===== config.mk =====
export PLATFORM = sky130hd
export DESIGN_NAME = sdram_port_arbiter
export DESIGN_NICKNAME = d
export VERILOG_FILES = /design/src/rtl/sdram_port_arbiter.sv
export SDC_FILE = /design/constraint.sdc
export NUM_CORES = 1
export LEC_CHECK = 0
export CAP_MARGIN = 40
export CORE_AREA = 8 8 107 109
export CTS_CLUSTER_SIZE = 24
export DETAILED_ROUTE_END_ITERATION = 6
export DIE_AREA = 0 0 115 117
export DONT_BUFFER_PORTS = 1
export PLACE_DENSITY = 0.47
export SYNTH_ARGS = -nofsm -noshare
export SYNTH_HDL_FRONTEND = slang
export SYNTH_SLANG_ARGS = --single-unit
export TNS_END_PERCENT = 50

===== constraint.sdc =====
create_clock -name clk -period 2.21 [get_ports clk]
set_input_delay 0.442 -clock clk [delete_from_list [all_inputs] [get_ports clk]]
set_output_delay 0.442 -clock clk [all_outputs]
set_load 0.05 [all_outputs]

===== src/rtl/sdram_port_arbiter.sv =====
// Two-requester round-robin arbiter for a single Avalon-MM SDRAM master port.
// Accepted read IDs are queued so returning readdatavalid beats reach their issuer.
module sdram_port_arbiter #(
    parameter int ADDRESSWIDTH = 26,
    parameter int DATAWIDTH    = 32,
    parameter int MAX_PENDING  = 4,
    localparam int PW = $clog2(MAX_PENDING),
    localparam int CW = PW + 1
) (
    input  logic                    clk,
    input  logic                    reset_n,

    input  logic [ADDRESSWIDTH-1:0] r0_address,
    input  logic                    r0_write,
    input  logic                    r0_read,
    input  logic [DATAWIDTH-1:0]    r0_writedata,
    output logic                    r0_waitrequest,
    output logic [DATAWIDTH-1:0]    r0_readdata,
    output logic                    r0_readdatavalid,

    input  logic [ADDRESSWIDTH-1:0] r1_address,
    input  logic                    r1_write,
    input  logic                    r1_read,
    input  logic [DATAWIDTH-1:0]    r1_writedata,
    output logic                    r1_waitrequest,
    output logic [DATAWIDTH-1:0]    r1_readdata,
    output logic                    r1_readdatavalid,

    output logic [ADDRESSWIDTH-1:0] m_address,
    output logic                    m_write,
    output logic                    m_read,
    output logic [DATAWIDTH-1:0]    m_writedata,
    input  logic                    m_waitrequest,
    input  logic [DATAWIDTH-1:0]    m_readdata,
    input  logic                    m_readdatavalid,

    output logic [CW-1:0]           pending_count,
    output logic                    err_unexpected_rdv
);

    // state | meaning
    // ARB   | master idle, choosing the next requester
    // XFER  | granted requester drives the master port until accepted
    typedef enum logic {
        ARB  = 1'b0,
        XFER = 1'b1
    } state_t;

    state_t                  state_q;
    logic                    grant_q;
    logic                    last_grant_q;
    logic [CW-1:0]           pending_q;
    logic [CW-1:0]           pending_d;
    logic [PW-1:0]           wr_ptr_q;
    logic [PW-1:0]           rd_ptr_q;
    logic [MAX_PENDING-1:0]  id_fifo_q;
    logic                    err_q;

    logic                    full;
    logic                    empty;
    logic                    elig0;
    logic                    elig1;
    logic                    xfer;
    logic                    g_write;
    logic                    g_read;
    logic [ADDRESSWIDTH-1:0] g_address;
    logic [DATAWIDTH-1:0]    g_writedata;
    logic                    accept;
    logic                    push;
    logic                    pop;
    logic                    head_id;

    assign full  = (pending_q == CW'(MAX_PENDING));
    assign empty = (pending_q == '0);

    // A read is only eligible while the ID FIFO has room; writes always are.
    assign elig0 = r0_write | (r0_read & ~full);
    assign elig1 = r1_write | (r1_read & ~full);

    assign xfer        = (state_q == XFER);
    assign g_write     = grant_q ? r1_write     : r0_write;
    assign g_read      = grant_q ? r1_read      : r0_read;
    assign g_address   = grant_q ? r1_address   : r0_address;
    assign g_writedata = grant_q ? r1_writedata : r0_writedata;

    // Write wins when a requester raises both strobes.
    assign m_write     = xfer & g_write;
    assign m_read      = xfer & g_read & ~g_write;
    assign m_address   = xfer ? g_address   : '0;
    assign m_writedata = xfer ? g_writedata : '0;

    assign r0_waitrequest = (xfer & ~grant_q) ? m_waitrequest : 1'b1;
    assign r1_waitrequest = (xfer &  grant_q) ? m_waitrequest : 1'b1;

    assign accept  = xfer & (g_write | g_read) & ~m_waitrequest;
    assign push    = accept & m_read;
    assign pop     = m_readdatavalid & ~empty;
    assign head_id = id_fifo_q[rd_ptr_q];

    assign r0_readdata      = m_readdata;
    assign r1_readdata      = m_readdata;
    assign r0_readdatavalid = pop & ~head_id;
    assign r1_readdatavalid = pop &  head_id;

    assign pending_count      = pending_q;
    assign err_unexpected_rdv = err_q;

    always_comb begin
        pending_d = pending_q;
        case ({push, pop})
            2'b10:   pending_d = pending_q + CW'(1);
            2'b01:   pending_d = pending_q - CW'(1);
            default: pending_d = pending_q;
        endcase
    end

    always_ff @(posedge clk) begin
        if (!reset_n) begin
            state_q      <= ARB;
            grant_q      <= 1'b0;
            last_grant_q <= 1'b1;
        end else begin
            case (state_q)
                ARB: begin
                    if (elig0 && elig1) begin
                        grant_q      <= ~last_grant_q;
                        last_grant_q <= ~last_grant_q;
                        state_q      <= XFER;
                    end else if (elig0) begin
                        grant_q      <= 1'b0;
                        last_grant_q <= 1'b0;
                        state_q      <= XFER;
                    end else if (elig1) begin
                        grant_q      <= 1'b1;
                        last_grant_q <= 1'b1;
                        state_q      <= XFER;
                    end
                end
                XFER: begin
                    // Dropping both strobes mid-grant abandons the slot.
                    if (accept || !(g_write || g_read)) begin
                        state_q <= ARB;
                    end
                end
                default: state_q <= ARB;
            endcase
        end
    end

    always_ff @(posedge clk) begin
        if (!reset_n) begin
            wr_ptr_q  <= '0;
            rd_ptr_q  <= '0;
            id_fifo_q <= '0;
            pending_q <= '0;
            err_q     <= 1'b0;
        end else begin
            if (push) begin
                id_fifo_q[wr_ptr_q] <= grant_q;
                wr_ptr_q            <= wr_ptr_q + PW'(1);
            end
            if (pop) begin
                rd_ptr_q <= rd_ptr_q + PW'(1);
            end
            pending_q <= pending_d;
            if (m_readdatavalid && empty) begin
                err_q <= 1'b1;
            end
        end
    end

endmodule


# --- Yosys cells after proc, flatten, opt, wreduce, memory -nomap -nowiden ---
# Index checks and enable logic that the tools add are counted.
# Widths: inputs -> output; s select.
totals:
  ff_bits: 15
  output_inout_bits: 132
  word_cells: 74
op_classes:
  n_addsub: 4
  order_cmp: 3
  n_eq_ne: 3
  mux: 22
  n_bitwise: 24
  n_reduce_logical: 10
op_table:
  columns: ["operator", "count"]
  rows:
  - ["$mux 32", 2]
  - ["$mux 26", 2]
  - ["$and 1x1->1", 13]
  - ["$mux 1", 13]
  - ["$not 1->1", 8]
  - ["$lt 2x3->1 const B", 2]
  - ["$pmux 3 s2", 1]
  - ["$add 2x1->2 const B", 2]
  - ["$bwmux 4", 1]
  - ["$add 3x1->3 const B", 1]
  - ["$eq 3x3->1 const B", 1]
  - ["$logic_and 1x1->1", 3]
  - ["$logic_not 3->1", 1]
  - ["$or 1x1->1", 3]
  - ["$reduce_bool 3->1", 1]
  - ["$sub 3x1->3 const B", 1]
  - ["$bmux 1 s2", 1]
  - ["$demux 1 s2", 1]
  - ["$eq 2x1->1 const B", 1]
  - ["$eq 2x2->1 const B", 1]
  - ["$ge 2x1->1 const B", 1]
  - ["$logic_or 1x1->1", 2]
  - ["$pmux 1 s2", 1]
  - ["$reduce_and 2->1", 1]
  - ["2 further kinds", 2]

# --- Depth between registers and ports, before layout ---
logic_depth:
  word_depth: 8
  ltp_mapped: 8
  mapped_depth_nobuf: 8

# --- Worst setup path after synthesis ---
# OpenSTA, ideal clock, no wires.
synth_timing:
  path_kind: "flip-flop to flip-flop"
  from: "reg pending_q[0], in the netlist pending_count[0]"
  to: "reg pending_q[2], in the netlist pending_count[2]"
  arrival_time_ps: 2184
  required_time_ps: 2140
  slack_ps: -43
  path_stages_with_launch: 9
  synth_period_minus_slack_ps: 2253
  cell_sequence: "dfxtp_1 -> o31ai_1 -> inv_1 -> ha_1 -> inv_1 -> fa_1 -> xor2_1 -> or3_1 -> a21oi_1"
synth_between:
  elab_chain_len: 5
synth_lines:
  columns: ["item", "line_no", "source"]
  rows:
  - ["from (decl)", "52", "logic [CW-1:0] pending_q;"]
  - ["from (signal assigned)", "165", "pending_q <= pending_d;"]
  - ["$logic_not 3->1 *", "74", "assign empty = (pending_q == '0);"]
  - ["$not 1->1 *", "97", "assign pop = m_readdatavalid & ~empty;"]
  - ["$and 1x1->1 *", "97", null]
  - ["via pop", "70", "logic pop;"]
  - ["$eq 2x1->1 or $eq 2x2->1 (tied branches)", "110", "case ({push, pop})"]
  - ["$pmux 3 s2 or $reduce_bool 2->1 (tied branches)", null, null]
# The timed path passes the listed nets; every way through them passes the cells marked *.
# A chain may end at the register's enable or synchronous reset.

# --- Worst setup path after layout ---
layout_timing:
  from: "reg grant_q"
  to: "reg pending_q[2], in the netlist pending_count[2]"
layout_between:
  elab_chain_len: 7
layout_lines:
  columns: ["item", "line_no", "source"]
  rows:
  - ["from (decl)", "50", "logic grant_q;"]
  - ["from (signal assigned)", "126", "grant_q <= ~last_grant_q;"]
  - ["$mux 1 (on tied branches)", "81, 82", null]
  - ["$or 1x1->1", "95", "assign accept = xfer & (g_write | g_read) & ~m_waitrequest;"]
  - ["$and 1x1->1 (2 in series)", "95", null]
  - ["$and 1x1->1 *", "96", "assign push = accept & m_read;"]
  - ["$eq 2x1->1 or $eq 2x2->1 (tied branches)", "110", null]
  - ["$pmux 3 s2 or $reduce_bool 2->1 (tied branches)", null, null]
# Every way passes the cells marked *; elsewhere a longest branch is shown, timed or not.

==> metrics.txt <==
Setup Skew 0.00240 ns; Starting Density 22.4%; met2 GRT Util 19.3%; chip height 117 um; Mapped Area 2220 um^2; leakage power 1.05 nW; antenna fix cells 0; register bit total from synthesis 15; critical path class flop to flop; CTS Sinks 15; count leader, synth nor2_1; area grow syn2layout 11.3%; cell taking the most area after synthesis mux2i_1; Area after DPL 2420 um^2; post-synthesis area per instance 7.61 um^2; vias in the first global route 1,943; top cells by count, synth 68 x nor2_1, 65 x mux2i_1, 64 x buf_4, 15 x dfxtp_1, 9 x nand2_1; count of cell types in the netlist 36; Critical-path top delay cell fa_1; CP Data Arrival Time 2.27 ns; layout net count 452; vias 1,886; Reg clk slew, reported paths 0.06 ns; clock tree root buffer cell clkbuf_8; Synth Net Count 453; Logic pwr share 64.1%; top cells by area, synth mux2i_1 29%, buf_4 22%, dfxtp_1 14%, nor2_1 12%, ha_1 2.8%; CP required 2.39 ns; minimum clock period 2.09 ns; EDFF count, synth 0; VDD IR max 0.329 mV; post-route cell area 2470 um^2; Fin Setup TNS 0 ns; final setup vio count 0; Die W 115 um; largest net degree at the start of global routing 65; worst-path cell chain and4bb_2 -> o21bai_2 -> ha_2 -> inv_1 -> fa_1 -> xor2_1 -> or3_1 -> a21oi_1; Num CTS Buffers 3; core area 9910 um^2; first-pass detailed-route iteration total 4; GR Overflow Total 0; Post-DRT Antenna Nets 0; total wire length 8470 um; Worst path max stage delay 0.37 ns; grt peak-use layer met2; switching share of power 51.8%; Residual DRC 0; Worst setup EP type flop; die area 13,500 um^2; worst-path maximum fanout 6; count of final hold-check violations 0; main flop type after synthesis dfxtp_1; clock share of power 15.2%; fraction of layout cells with a size suffix above 1 30.8%; Clock Tree Buf Depth 2; first-pass GRT wire length 11,600 um; Bufs and invs on worst path 1; Max Slew Vio Count 0; # fillers 1,140; Yosys Warn Count 0; I/O pin cnt 288; RSZ-0062 raised after global routing false; final period utilization 94.8%; FMAX 0.477 GHz; cells after synthesis 291; Core Rows 37; post_cts resized 0; total track usage 11.4%; Vias/cell 4.44; detailed placer's ending HPWL 7380 um; Max Cap Viol 0; Routed WL per cell 19.9 um; GPL Wtd Cong 0.720; Port Buf Inserts 0; H-tree levels 1; met3 GRT Util 4.82%; top cell type's share of synthesized area 29.4%; Seq/Total Area, Yosys 13.6%; slew at the pin with the worst max-slew slack 0.526 ns; Worst Hold Class input pin to flop; Sw Pwr 0.767 mW; hold_buf cts 0; ys async rst share 0%; PD cells 600 nW/um^2; initial antenna violation count 0; met1 Use GR 12.7%; First DRT Iteration DRCs 52; CTS tree yes; CP Launch Type flop; Worst path top cell family by delay adder cells; Clk Latency, worst-skew pair 0.25 ns; Int Pwr 0.714 mW; postcts setup bufs 0; relative slew slack 64.9%; status finished, final reports clean; Seq pwr share 20.7%
[cell type report]
cell class                 count  area, um^2  area share (%)
timing repair buffer          72         566            22.9
tap                          136         170            6.90
multi-input combinational    189        1350            54.5
sequential                    15         308            12.5
inverter                       9        33.8            1.37
clock buffer                   4        45.0            1.83
[sequential cells by signal, summed over array words and instances, names as in the netlist]
register / cells
id_fifo_q: 4
pending_count: 3
rd_ptr_q: 2
wr_ptr_q: 2
err_unexpected_rdv: 1
grant_q: 1
last_grant_q: 1
state_q: 1
[routing by layer]
metal	up-vias	wire length [um]
met5	-	0
met4	0	151
met3	21	834
met2	119	4340
met1	839	3140
li1	907	-
[cell usage in the layout (no fill, tap or decap), types with 2 or more instances in the layout]
cell      count
a21oi_1       3
a31oi_1       2
buf_12        2
buf_4        70
clkbuf_8      3
dfxtp_1      11
dfxtp_2       3
ha_1          4
inv_1         8
mux2i_1      65
nand2_1       9
nor2_1       68
nor2b_1       5
o21ai_0       5
or2_2         2
or3_1         2
or4b_4        2
xor2_1        4
[power groups by stage]
stage	logic, mW	clock network, mW	registers, mW
after floorplan	1.00	0	0.327
after global placement	0.949	0	0.312
after detailed placement	0.956	0	0.313
after CTS	0.959	0.234	0.307
after global routing	1.01	0.251	0.309
final	0.949	0.225	0.306
[worst paths after layout]
check	from	cells past startpoint	slack, ns	endpoint
setup / recovery	grant_q	8	0.12	pending_count[2]
hold / removal	m_readdatavalid	2	0.34	err_unexpected_rdv
setup reg to reg	grant_q	8	0.12	pending_count[2]
hold reg to reg	id_fifo_q[1]	2	0.47	id_fifo_q[1]
[cell families after synthesis]
family	count (synthesis)	share of synthesized area [%]
adders and majority gates	6	3.73
AOI/OAI and AO/OA	18	5.53
buffers and inverters	87	26.0
muxes	66	30.4
DFF	15	13.6
xor gates and xnor gates	4	1.58
and+or+nand+nor	95	19.2
[worst reg2reg max path, cell delays in order (launching register included)]
cell      delay (ns)
dfxtp_4         0.36
and4bb_2        0.26
o21bai_2        0.16
ha_2            0.21
inv_1           0.05
fa_1            0.37
xor2_1          0.16
or3_1           0.30
a21oi_1         0.14
[through the flow]
stage	hold WS (ns)	total power [mW]	setup slack, ns	utilization, %	instances
after floorplan	0.435	1.33	0.0780	-	291
after global placement	0.450	1.26	0.102	24.4	421
after detailed placement	0.460	1.27	0.0305	24.4	421
after CTS	0.331	1.50	0.118	24.9	425
after global routing	0.335	1.57	0.00445	24.9	425
final	0.338	1.48	0.116	24.9	425
Note: power is estimated with default switching activity, not from simulation.
